==> src/rtl/mmu_pkg.sv <==
// Shared types, default widths and helpers for the systolic MMU feeder and host paths.
package mmu_pkg;

  typedef enum logic [2:0] {
    IDLE,
    CLEAR,
    FEED,
    DRAIN,
    OUT
  } feeder_state_t;

  localparam int MMU_DATA_W = 8;
  localparam int MMU_ACC_W  = 16;

  // Clamp a signed value into the signed range of a data_w-bit word (data_w <= 32).
  function automatic logic [31:0] saturate(input logic signed [63:0] val, input int data_w);
    logic signed [63:0] hi;
    logic signed [63:0] lo;
    hi = (64'sd1 <<< (data_w - 1)) - 64'sd1;
    lo = -(64'sd1 <<< (data_w - 1));
    if (val > hi) return hi[31:0];
    if (val < lo) return lo[31:0];
    return val[31:0];
  endfunction

endpackage

==> src/rtl/mmu_feed_skew.sv <==
// Turns a latched N x N matrix into N diagonally skewed lanes for one feed step.
// col_sel=0: lane i = M[i][step-i] (row edge); col_sel=1: lane j = M[step-j][j] (column edge).
module mmu_feed_skew import mmu_pkg::*; #(
  parameter int N      = 2,
  parameter int DATA_W = MMU_DATA_W,
  parameter int STEP_W = 3
) (
  input  logic [N*N*DATA_W-1:0] mat,
  input  logic [STEP_W-1:0]     step,
  input  logic                  col_sel,
  input  logic                  en,
  output logic [N*DATA_W-1:0]   lanes
);

  always_comb begin
    lanes = '0;
    for (int l = 0; l < N; l++) begin
      if (en && (int'(step) - l) >= 0 && (int'(step) - l) < N) begin
        if (col_sel)
          lanes[l*DATA_W +: DATA_W] = mat[((int'(step) - l)*N + l)*DATA_W +: DATA_W];
        else
          lanes[l*DATA_W +: DATA_W] = mat[(l*N + (int'(step) - l))*DATA_W +: DATA_W];
      end
    end
  end

endmodule

==> src/rtl/mmu_feeder_n.sv <==
// Feeder and result drainer for the output-stationary N x N systolic MMU.
// Define MMU_FEEDER_SAT_EN to saturate result words instead of truncating them.
module mmu_feeder_n import mmu_pkg::*; #(
  parameter int N         = 2,
  parameter int DATA_W    = MMU_DATA_W,
  parameter int ACC_W     = MMU_ACC_W,
  parameter int EXTRA_LAT = 0
) (
  input  logic                     clk,
  input  logic                     rst,
  input  logic                     start,
  output logic                     ready,
  input  logic [N*N*DATA_W-1:0]    weights,
  input  logic [N*N*DATA_W-1:0]    inputs,
  input  logic [N*N*ACC_W-1:0]     c_out,
  output logic                     clear,
  output logic [N*DATA_W-1:0]      a_data,
  output logic [N*DATA_W-1:0]      b_data,
  output logic                     out_valid,
  input  logic                     out_ready,
  output logic [DATA_W-1:0]        out_data,
  output logic [$clog2(N*N)-1:0]   out_idx,
  output logic                     out_last
);

  localparam int NN        = N * N;
  localparam int IDX_W     = $clog2(NN);
  localparam int FEED_LEN  = 2 * N - 1;
  localparam int DRAIN_LEN = N + EXTRA_LAT;
  localparam int CNT_W     = $clog2(2 * N + EXTRA_LAT + 1);

  feeder_state_t state_q, state_d;
  logic [CNT_W-1:0]       cnt_q, cnt_d;
  logic [NN*DATA_W-1:0]   w_q, w_d, x_q, x_d;
  logic [NN*ACC_W-1:0]    res_q, res_d;
  logic                   ready_q, ready_d;
  logic                   clear_q, clear_d;
  logic [N*DATA_W-1:0]    a_q, a_d, b_q, b_d;
  logic                   out_valid_q, out_valid_d;
  logic                   out_last_q, out_last_d;
  logic [DATA_W-1:0]      out_data_q, out_data_d;
  logic [IDX_W-1:0]       out_idx_q, out_idx_d;

  logic                   accept;
  logic                   handshake;
  logic                   present;
  logic                   feed_en;
  logic [IDX_W-1:0]       next_idx;
  logic [ACC_W-1:0]       cur_word;
  logic [DATA_W-1:0]      conv_word;

  assign accept    = (state_q == IDLE) && ready_q && start;
  assign handshake = out_valid_q && out_ready;

  always_ff @(posedge clk) begin
    if (rst) begin
      state_q <= IDLE;
      cnt_q   <= '0;
    end else begin
      state_q <= state_d;
      cnt_q   <= cnt_d;
    end
  end

  always_comb begin
    state_d = state_q;
    cnt_d   = cnt_q;
    unique case (state_q)
      IDLE:  if (accept) state_d = CLEAR;
      CLEAR: begin
        state_d = FEED;
        cnt_d   = '0;
      end
      FEED: begin
        if (cnt_q == CNT_W'(FEED_LEN - 1)) begin
          state_d = DRAIN;
          cnt_d   = '0;
        end else begin
          cnt_d = cnt_q + CNT_W'(1);
        end
      end
      DRAIN: begin
        if (cnt_q == CNT_W'(DRAIN_LEN - 1)) begin
          state_d = OUT;
          cnt_d   = '0;
        end else begin
          cnt_d = cnt_q + CNT_W'(1);
        end
      end
      OUT:     if (handshake && out_last_q) state_d = IDLE;
      default: state_d = IDLE;
    endcase
  end

  // Outputs are registered from the next state so they line up with the state they describe.
  always_comb begin
    feed_en     = (state_d == FEED);
    ready_d     = (state_d == IDLE);
    clear_d     = (state_d != FEED) && (state_d != DRAIN);
    present     = (state_q == OUT) && !(handshake && out_last_q);
    next_idx    = handshake ? out_idx_q + IDX_W'(1) : out_idx_q;
    cur_word    = res_q[next_idx*ACC_W +: ACC_W];
    out_valid_d = present;
    out_idx_d   = present ? next_idx : '0;
    out_last_d  = present && (next_idx == IDX_W'(NN - 1));
    out_data_d  = present ? conv_word : '0;
  end

`ifdef MMU_FEEDER_SAT_EN
  assign conv_word = DATA_W'(saturate(64'(signed'(cur_word)), DATA_W));
`else
  logic unused_hi;
  assign conv_word = cur_word[DATA_W-1:0];
  assign unused_hi = ^cur_word[ACC_W-1:DATA_W];
`endif

  always_comb begin
    w_d   = accept ? weights : w_q;
    x_d   = accept ? inputs  : x_q;
    res_d = (state_q == DRAIN && cnt_q == CNT_W'(DRAIN_LEN - 1)) ? c_out : res_q;
  end

  mmu_feed_skew #(.N(N), .DATA_W(DATA_W), .STEP_W(CNT_W)) u_skew_a (
    .mat     (w_q),
    .step    (cnt_d),
    .col_sel (1'b0),
    .en      (feed_en),
    .lanes   (a_d)
  );

  mmu_feed_skew #(.N(N), .DATA_W(DATA_W), .STEP_W(CNT_W)) u_skew_b (
    .mat     (x_q),
    .step    (cnt_d),
    .col_sel (1'b1),
    .en      (feed_en),
    .lanes   (b_d)
  );

  always_ff @(posedge clk) begin
    if (rst) begin
      ready_q     <= 1'b0;
      clear_q     <= 1'b1;
      a_q         <= '0;
      b_q         <= '0;
      out_valid_q <= 1'b0;
      out_data_q  <= '0;
      out_idx_q   <= '0;
      out_last_q  <= 1'b0;
      w_q         <= '0;
      x_q         <= '0;
      res_q       <= '0;
    end else begin
      ready_q     <= ready_d;
      clear_q     <= clear_d;
      a_q         <= a_d;
      b_q         <= b_d;
      out_valid_q <= out_valid_d;
      out_data_q  <= out_data_d;
      out_idx_q   <= out_idx_d;
      out_last_q  <= out_last_d;
      w_q         <= w_d;
      x_q         <= x_d;
      res_q       <= res_d;
    end
  end

  assign ready     = ready_q;
  assign clear     = clear_q;
  assign a_data    = a_q;
  assign b_data    = b_q;
  assign out_valid = out_valid_q;
  assign out_data  = out_data_q;
  assign out_idx   = out_idx_q;
  assign out_last  = out_last_q;

endmodule
==> config.mk <==
export PLATFORM = sky130hd
export DESIGN_NAME = mmu_feeder_n
export DESIGN_NICKNAME = d
export VERILOG_FILES = /design/src/rtl/mmu_pkg.sv /design/src/rtl/mmu_feed_skew.sv /design/src/rtl/mmu_feeder_n.sv
export SDC_FILE = /design/constraint.sdc
export NUM_CORES = 1
export LEC_CHECK = 0
export BUFFER_PORTS_ARGS = -buffer_cell sky130_fd_sc_hd__buf_4
export CORE_MARGIN = 1
export CORE_UTILIZATION = 35
export DETAILED_ROUTE_END_ITERATION = 16
export GPL_ROUTABILITY_DRIVEN = 1
export PLACE_DENSITY_LB_ADDON = 0.12
export SLEW_MARGIN = 25
export SYNTH_ARGS = -nofsm -noshare
export SYNTH_HDL_FRONTEND = slang
export SYNTH_SLANG_ARGS = --single-unit
export TNS_END_PERCENT = 10
==> constraint.sdc <==
create_clock -name clk -period 3.9 [get_ports clk]
set_input_delay 0.585 -clock clk [delete_from_list [all_inputs] [get_ports clk]]
set_output_delay 0.585 -clock clk [all_outputs]
set_load 0.005 [all_outputs]
==> flow_summary.yaml, run 1 <==
layout:
  post-route-util: 0.473
  register_area_sq_um: 2960
  final_common_cell: "nand2_1"
  antenna_cells: 0
  fin_nets: 926
  fillers: 1613
  final_cell_mix: "231 x nand2_1, 152 x buf_4, 148 x dfxtp_1"
  drive_gt1_frac: 0.277
  stdcell_count: 1020
  area_growth_pct: 30.3
  multiInputGateArea_sq_um: 2580
clock_tree:
  clock_latency_ns: 0.42
  h-tree-depth: 4
  clock_path_buffers: 2
  post_cts_resized: 0
  cts_tree: "yes"
  clock-root-buffer: "clkbuf_16"
  postCtsSetupBuffers: 0
  clkTransAtPathRegs_ns: 0.06
  numCtsBuffers: 17
  cts_hold_buf: 0
  cts.sink_count: 148
placed_design:
  globalplace.congestion: 0.807
  pre_cts_slack_ns: 0.408
  hpwl_um: 9890
  numPortBuffers: 145
  place_inst: 988
setup_path:
  slowest_stage: "nor3_2"
  crit_fanout: 15
  crit_type: "reg -> reg"
  cpMostUsedCell: "ha_1"
  path_buf_inv: 0
  cp_top_family: "simple AND/OR/NAND/NOR gates"
  max_stage_delay_ns: 0.77
  end_kind: "register"
  crit_required_ns: 4.26
  crit_chain: "or3b_2 -> o211ai_1 -> nor3_2 -> ha_1 -> a21oi_1 -> a211oi_1 -> ha_1 -> nor2_1 -> and4bb_2 -> and2_1"
  start_kind: "register"
  worst_ep_arrival_time_ns: 3.82
synth:
  syn_inst: 668
  synth_ff_type: "dfxtp_1"
  ys_async_sr_fraction: 0
  ys_warn_count: 0
  syn_area_per_cell_sq_um: 8.73
  ys_seq_area_frac: 0.508
  syn-num-nets: 803
  synth_edf_count: 0
  ys_types: 52
  yosys_register_bits: 148
  synth_area_sq_um: 5830
outcome:
  status: "finished clean"
timing:
  skew_ns: 0.0194
  hold_ws_ns: 0.411
  tns_ns: 0
  fmax_mhz: 289
  finalSetupViolCount: 0
  period_minus_slack_ns: 3.46
  slew_headroom: 0.308
  drv_slew: 0
  finalWorstSetupSlack_ns: 0.443
  tightestPinTransition_ns: 1.04
  rsz0062_at_grt: "no"
  period_share: 0.886
  hold_viol_final: 0
global_route:
  grtUsageTotal: 0.188
  grt_max_degree: 101
  grt_pass1_vias: 4830
  antenna_found_initial: 0
  grt_pass1_wl_um: 24400
  overflow: 0
route:
  viasPerCell: 4.88
  antenna_left: 0
  highest_layer: "met4"
  dr_wl_met2_um: 7390
  dr_wl_met3_um: 923
  avgRoutedWirePerCell_um: 15.0
  routed_wl_um: 15300
  drc: 0
  first_iter_violations: 337
  vias: 4975
  wl_met1_um: 6870
  drtPass1Iterations: 4
die:
  start_util: 0.363
  core-area_sq_um: 16100
  ios: 178
  die_w_um: 131
  dieArea_sq_um: 17200
  die_h_um: 131
  num_rows: 46
pwr:
  leakage_nw: 2.93
  ir_worst_vdd_mv: 0.274
  p_per_area_nw_per_um2: 467
hold_path:
  hp-class: "in -> reg"
job:
  cap_violations: 0
==> layer usage <==
layer  up-vias  track usage
met1      2351        0.240
li1       2479            -
met2       135        0.300
met4         0       0.0690
met3        10       0.0544
met5         -            0
==> cells by family after synthesis <==
group,share of synthesized area
buffers and inverters,0.0532
muxes,0.0637
and+or+nand+nor,0.221
adders and majority gates,0.00644
xor gates and xnor gates,0.00300
DFF,0.508
AOI/OAI and AO/OA,0.145
==> worst register-to-register path: stages, from the launching register on <==
cell and delay, ns:
dfxtp_1 0.60, or3b_2 0.22, o211ai_1 0.10, nor3_2 0.77, ha_1 0.34, a21oi_1 0.06
a211oi_1 0.38, ha_1 0.30, nor2_1 0.10, and4bb_2 0.37, and2_1 0.16
==> synthesized netlist by cell type (4+ instances only) <==
| cell | count | area share |
|---|---|---|
| nand3_1 | 6 | 0.0051 |
| a21oi_2 | 9 | 0.014 |
| nand2_1 | 231 | 0.15 |
| or3_1 | 4 | 0.0043 |
| clkbuf_8 | 4 | 0.0094 |
| buf_2 | 9 | 0.0077 |
| clkbuf_1 | 28 | 0.018 |
| and2_1 | 22 | 0.024 |
| a31oi_1 | 15 | 0.016 |
| nor2_1 | 15 | 0.0097 |
| a21oi_1 | 98 | 0.084 |
| inv_1 | 5 | 0.0032 |
| nor3_1 | 5 | 0.0043 |
| mux4_2 | 13 | 0.050 |
| dfxtp_1 | 148 | 0.51 |
==> path summary, 6_finish.rpt <==
kind	from	endpoint	slack (ns)	cells past startpoint
min reg2reg	res_q[55]	res_q[55]	0.45	2
max reg2reg	cnt_q[1]	a_data[8]	0.44	10
min	weights[0]	w_q[0]	0.41	3
max	cnt_q[1]	a_data[8]	0.44	10
==> flip-flops by register name, indices dropped and copies added (netlist names) <==
| register | flops |
|---|---|
| b_data | 16 |
| clear | 1 |
| ready | 1 |
| out_valid | 1 |
| x_q | 32 |
| out_last | 1 |
| out_idx | 2 |
| w_q | 32 |
| out_data | 8 |
| state_q | 3 |
| res_q | 32 |
| a_data | 16 |
| cnt_q | 3 |
==> layout make-up <==
cell class	count	area share
Timing Repair Buffer	153	0.152
Multi-Input combinational cell	465	0.340
Sequential cell	148	0.390
Tap cell	216	0.0356
Clock inverter	15	0.0237
Clock buffer	17	0.0560
Inverter	6	0.00329
==> power by group <==
part	internal (mW)	leakage, nW	switching, mW
sequential	1.55	1.20	0.0281
clock	1.01	0.278	0.661
combinational	0.134	1.45	0.163
==> stage by stage <==
step                      instance area [sq um]  total power, mW
after detailed placement                   6990             1.92
final                                      7600             3.55
after CTS                                  7590             3.59
after global placement                     6980             1.91
after floorplan                            5830             1.79
after global routing                       7600             3.69
(Power assumes the default switching activity.)
==> inputs of run 2 (changes only) <==
--- a/config.mk
+++ b/config.mk
@@ -5,11 +5,13 @@
 export SDC_FILE = /design/constraint.sdc
 export NUM_CORES = 1
 export LEC_CHECK = 0
+export ABC_AREA = 1
 export BUFFER_PORTS_ARGS = -buffer_cell sky130_fd_sc_hd__buf_4
-export CORE_MARGIN = 1
+export CORE_MARGIN = 2
 export CORE_UTILIZATION = 35
 export DETAILED_ROUTE_END_ITERATION = 16
 export GPL_ROUTABILITY_DRIVEN = 1
+export GPL_TIMING_DRIVEN = 0
 export PLACE_DENSITY_LB_ADDON = 0.12
 export SLEW_MARGIN = 25
 export SYNTH_ARGS = -nofsm -noshare
==> run 2 against run 1 <==
Compared with the run above:
- wire length up 8.2%
- power rose by 3.7%
- largest cell class unchanged
- worst hold slack lost 0.024 ns
- critical path depth is 4 higher
- largest power group unchanged
- register-to-register slack better by 0.43 ns
- first-iteration DRC count fell by 31%
- global-route usage up 0.46 points
- utilization rose by 0.10 points
- die area grew 3.5%
- synthesized area increased by 0.41%
- via count grew 8.8%
- critical endpoint is now a_data[11]
- clock skew fell by 0.0099 ns
==> flow_summary.yaml, run 2 <==
timing:
  drv_slew: 0
  tightestPinTransition_ns: 0.557
  skew_ns: 0.00953
  period_share: 0.775
  period_minus_slack_ns: 3.02
  hold_viol_final: 0
  rsz0062_at_grt: "no"
  slew_headroom: 0.629
  finalSetupViolCount: 0
  fmax_mhz: 331
  tns_ns: 0
synth:
  yosys_register_bits: 148
  synth_common_cells: "158 x nor2_1, 148 x dfxtp_1, 126 x o21ai_0, 85 x nand2_1, 66 x a21oi_1"
  synth_edf_count: 0
  syn-num-nets: 908
  ys_warn_count: 0
  syn_area_per_cell_sq_um: 7.58
  synth_area_sq_um: 5860
  synth.top_cell.area_share: 0.506
  ys_top_cells_by_area: "dfxtp_1 51%, o21ai_0 11%, nor2_1 10%"
  ys_types: 33
  yosysMostFrequentCell: "nor2_1"
  ys_async_sr_fraction: 0
  synth_ff_type: "dfxtp_1"
  ys_seq_area_frac: 0.506
  yosys.area.top_type: "dfxtp_1"
  syn_inst: 773
outcome:
  status: "finished clean"
clock_tree:
  cts_hold_buf: 0
  clock_path_buffers: 2
  post_cts_resized: 0
  h-tree-depth: 4
  clock-root-buffer: "clkbuf_16"
  clock_latency_ns: 0.42
  postCtsSetupBuffers: 0
  cts_tree: "yes"
  clkTransAtPathRegs_ns: 0.06
  numCtsBuffers: 17
  cts.sink_count: 148
setup_path:
  reg2reg_to: "a_data[11]"
  max_stage_delay_ns: 0.43
  slowest_stage: "dfxtp_1"
  crit_chain: "inv_2 -> nor2_4 -> nand3_2 -> nand2_2 -> nand2_4 -> buf_6 -> buf_4 -> ha_1 -> clkbuf_1 -> clkinv_1 -> nand3_1 -> nor2_2 -> nand3b_2 -> nor2_1"
  worst_ep_arrival_time_ns: 3.32
  reg2regPathDepth: 14
  crit_type: "reg -> reg"
  end_kind: "register"
  crit_fanout: 10
  r2r_slack_ns: 0.88
  crit_required_ns: 4.20
  start_kind: "register"
  reg2reg_from: "cnt_q[1]"
global_route:
  grt_pass1_vias: 5221
  grtUsageTotal: 0.192
  overflow: 0
  grt_pass1_wl_um: 26600
  grt_max_degree: 17
  antenna_found_initial: 0
route:
  vias: 5415
  first_iter_violations: 232
  antenna_left: 0
  avgRoutedWirePerCell_um: 14.2
  drc: 0
  viasPerCell: 4.63
  routed_wl_um: 16600
  drtPass1Iterations: 5
hold_path:
  hold-path-cell-count: 2
  hp-class: "in -> reg"
  hold_end: "cnt_q[0]"
  worstHoldStart: "rst"
placed_design:
  post_dp_cell_area_sq_um: 7220
  numPortBuffers: 145
  hpwl_um: 12200
  globalplace.congestion: 0.828
layout:
  final_cell_mix: "158 x nor2_1, 150 x buf_4, 148 x dfxtp_1"
  final_area_sq_um: 7810
  drive_gt1_frac: 0.226
  fin_nets: 1072
  largestRegisters: "res_q: 32 flops, w_q: 32 flops, x_q: 32 flops"
  final_common_cell: "nor2_1"
  antenna_cells: 0
  fillers: 1760
  area_growth_pct: 33.4
pwr:
  swShare: 0.246
  p_per_area_nw_per_um2: 471
  intPower_mw: 2.78
  clkPwrFrac: 0.443
  pwr-share-seq: 0.437
  p_switching_uw: 905
  ir_worst_vdd_mv: 0.306
  pwr-share-comb: 0.121
  leakage_nw: 3.39
die:
  start_util: 0.356
  ios: 178
  num_rows: 47
  core-area_sq_um: 16500
  dieArea_sq_um: 17800
  die_h_um: 133
  die_w_um: 133
job:
  cap_violations: 0
run 2: cell count changes after synthesis, sizes merged, moves of 9 or more:
cell	before	now
a21oi	107	67
a31oi	16	0
and2	25	0
clkbuf	32	23
inv	6	63
mux4	16	0
nand2	231	92
nand3	6	55
nor2	16	163
o21ai	3	127
run 2: layout make-up:
| cell class | instances | area, sq um | area share |
|---|---|---|---|
| clock buffers | 24 | 492 | 0.0630 |
| flip-flops and latches | 148 | 2960 | 0.379 |
| clock inverters | 8 | 98.8 | 0.0127 |
| plain buffers | 44 | 241 | 0.0309 |
| multi-input cells | 516 | 2400 | 0.308 |
| inverters | 65 | 246 | 0.0316 |
| repair buffers | 145 | 1090 | 0.139 |
| well taps | 220 | 275 | 0.0352 |
run 2: metal layers:
layer  up-vias  GRT usage  share of wire
li1       2830          -              -
met3        10     0.0472          0.062
met1      2445      0.259           0.47
met2       130      0.304           0.46
met5         -          0              0
met4         0     0.0609         0.0087
run 2: worst max path at each step:
stage / startpoint / slack [ns] / cells after the start / end
3_3_place_gp: cnt_q[1] / 0.92 / 14 / b_data[10]
6_report: cnt_q[1] / 0.88 / 14 / a_data[11]
4_1_cts: cnt_q[1] / 0.89 / 14 / a_data[11]
5_1_grt: state_q[2] / 0.54 / 13 / a_data[11]
3_5_place_dp: cnt_q[1] / 0.92 / 14 / a_data[11]
2_1_floorplan: cnt_q[1] / 1.49 / 14 / a_data[10]
run 2: power by group through the flow:
stage / registers, mW / clock network [mW] / logic [mW]
2_1_floorplan: 1.63 / 0 / 0.273
3_3_place_gp: 1.64 / 0 / 0.445
3_5_place_dp: 1.64 / 0 / 0.446
4_1_cts: 1.61 / 1.66 / 0.450
5_1_grt: 1.61 / 1.73 / 0.504
6_report: 1.61 / 1.63 / 0.445
run 2: cell families after synthesis:
group | after synthesis | share of synthesized area
xor gates and xnor gates | 1 | 0.00150
AOI/OAI and AO/OA | 196 | 0.170
DFF | 148 | 0.506
and+or+nand+nor | 316 | 0.233
adders and majority gates | 3 | 0.00641
buffers and inverters | 109 | 0.0833
run 2: worst max-delay path, delay by kind of cell (launching register included):
kind / cells / cell delay (ns)
DFF: 1 / 0.43
adders and majority gates: 1 / 0.33
and+or+nand+nor: 8 / 1.02
buffers and inverters: 5 / 1.13
run 2: metrics by stage:
stage	hold slack, ns	instances	utilization	setup WS (ns)	total power [mW]
global route	0.385	1170	0.474	0.544	3.85
finish	0.387	1170	0.474	0.876	3.68
CTS	0.374	1170	0.474	0.895	3.72
floorplan	0.430	773	-	1.49	1.91
global placement	0.445	1138	0.438	0.920	2.08
detailed placement	0.453	1138	0.438	0.917	2.09
==> inputs of run 3 (changes only) <==
--- a/config.mk
+++ b/config.mk
@@ -5,7 +5,7 @@
 export SDC_FILE = /design/constraint.sdc
 export NUM_CORES = 1
 export LEC_CHECK = 0
-export ABC_AREA = 1
+export ABC_AREA = 0
 export BUFFER_PORTS_ARGS = -buffer_cell sky130_fd_sc_hd__buf_4
 export CORE_MARGIN = 2
 export CORE_UTILIZATION = 35
==> constraint.sdc (replaced) <==
create_clock -name clk -period 3.02 [get_ports clk]
set_input_delay 0.453 -clock clk [delete_from_list [all_inputs] [get_ports clk]]
set_output_delay 0.453 -clock clk [all_outputs]
set_load 0.005 [all_outputs]
==> run 3 against run 2 <==
Compared with the run above:
- final cell count fell by 9.1%
- clock skew fell by 0.0010 ns
- largest power group unchanged
- utilization rose by 0.31 points
- largest cell class unchanged
- global-route usage barely moved
- highest routed layer unchanged
==> flow_summary.yaml, run 3 (same netlist as run 1, synthesis figures left out) <==
timing:
  period_share: 0.954
  period_minus_slack_ns: 2.88
  fmax_mhz: 347
  rsz0062_at_grt: "no"
  hold_viol_final: 0
  drv_slew: 0
  slew_headroom: 0.345
  tightestPinTransition_ns: 0.980
  finalSetupViolCount: 0
  skew_ns: 0.00850
route:
  viasPerCell: 4.83
  drc: 0
  drtPass1Iterations: 4
  antenna_left: 0
  routed_wl_um: 16800
  first_iter_violations: 255
  avgRoutedWirePerCell_um: 15.8
  vias: 5131
setup_path:
  crit_type: "reg -> reg"
  r2r_slack_ns: 0.14
  crit_required_ns: 3.38
  slowest_stage: "and4bb_4"
  reg2regPathDepth: 10
  cp_top_family: "simple AND/OR/NAND/NOR gates"
  path_buf_inv: 3
  crit_chain: "buf_6 -> or3b_4 -> nor3b_4 -> nor3_2 -> buf_4 -> ha_1 -> buf_2 -> a2111o_1 -> and4bb_4 -> and2_4"
  reg2reg_to: "a_data[14]"
  start_kind: "register"
  crit_fanout: 10
  end_kind: "register"
  worst_ep_arrival_time_ns: 3.24
  reg2reg_from: "cnt_q[0]"
  max_stage_delay_ns: 0.43
global_route:
  grt_max_degree: 20
  grt_pass1_wl_um: 26500
  grt_pass1_vias: 5082
  grtUsageTotal: 0.193
  antenna_found_initial: 0
  overflow: 0
die:
  dieArea_sq_um: 17700
  core-area_sq_um: 16400
  ios: 178
  start_util: 0.355
  die_w_um: 133
  num_rows: 47
  die_h_um: 133
layout:
  antenna_cells: 0
  final_cell_mix: "231 x nand2_1, 150 x buf_4, 146 x dfxtp_1"
  largestRegisters: "res_q: 32 flops, w_q: 32 flops, x_q: 32 flops"
  post-route-util: 0.477
  final_common_cell: "nand2_1"
  drive_gt1_frac: 0.281
  stdcell_count: 1063
  fin_nets: 966
  area_growth_pct: 34.3
pwr:
  p_per_area_nw_per_um2: 579
  leakage_nw: 3.05
  ir_worst_vdd_mv: 0.461
clock_tree:
  clock_latency_ns: 0.42
  clock_path_buffers: 2
  cts.sink_count: 148
  h-tree-depth: 4
  numCtsBuffers: 17
  cts_hold_buf: 0
  clkTransAtPathRegs_ns: 0.06
  clock-root-buffer: "clkbuf_16"
  cts_tree: "yes"
hold_path:
  hp-class: "in -> reg"
  hold_end: "x_q[22]"
  hold-path-cell-count: 3
  worstHoldStart: "inputs[22]"
placed_design:
  numPortBuffers: 145
  globalplace.congestion: 0.857
  place_inst: 1033
  hpwl_um: 12500
outcome:
  status: "finished clean"
job:
  cap_violations: 0
## run 3: cell types whose count changed in the layout (fill, tap and decap cells not counted), sizes merged, moves of 6 or more
cell / previous run / this run
o21ai: 127 / 3
nand3: 55 / 6
clkbuf: 47 / 53
nand2: 92 / 231
mux4: 0 / 16
nor2: 163 / 16
a31oi: 0 / 16
inv: 63 / 7
a21oi: 67 / 107
and2: 0 / 25
## run 3: metal layers
layer	vias up	wire [um]	global-route usage
li1	2563	-	-
met1	2392	7490	0.245
met2	158	8080	0.320
met3	18	956	0.0483
met4	0	276	0.0651
met5	-	0	0
## run 3: what timing repair did
action,in CTS,in global routing
endpoints found under the setup margin,16,16
pin swaps,1,5
setup buffers,2,0
endpoints found under the hold margin,0,0
gates cloned,0,0
resized for setup,10,9
## run 3: how the worst max path moves through the flow
stage / from / end / cells past startpoint
finish: cnt_q[0] / a_data[14] / 10
global route: cnt_q[1] / a_data[14] / 11
CTS: cnt_q[1] / a_data[11] / 12
detailed placement: state_q[0] / a_data[11] / 14
global placement: cnt_q[1] / a_data[11] / 13
floorplan: cnt_q[1] / a_data[10] / 13
## run 3: final cells by class
class                      count  area, sq um
buffer                        46          274
timing repair buffer         147         1100
tap                          220          275
sequential                   148         2970
clock inverter                 8          100
multi-input combinational    465         2610
fill                        1608         8570
inverter                       6         27.5
clock buffer                  23          478
## run 3: worst min-delay path: cells and delay by family
kind                   cells  cell delay [ns]
buffers and inverters      1             0.11
AOI/OAI and AO/OA          1             0.05
and+or+nand+nor            1             0.05
## run 3: power by group
group | leakage, nW | internal [mW] | total (mW) | switching [mW]
combinational | 1.57 | 0.198 | 0.434 | 0.236
clock | 0.283 | 1.28 | 2.06 | 0.786
sequential | 1.20 | 2.01 | 2.04 | 0.0334
## run 3: metrics by stage
step / power (mW) / setup TNS, ns / hold slack, ns / setup slack (ns) / instance area (sq um)
3_3_place_gp: 2.51 / -6.22 / 0.440 / -0.438 / 7200
5_1_grt: 4.71 / 0 / 0.281 / 0.00936 / 7830
6_report: 4.54 / 0 / 0.283 / 0.137 / 7830
3_5_place_dp: 2.51 / -6.56 / 0.445 / -0.447 / 7200
2_1_floorplan: 2.31 / 0 / 0.432 / 0.179 / 5830
4_1_cts: 4.57 / 0 / 0.271 / 0.0191 / 7820
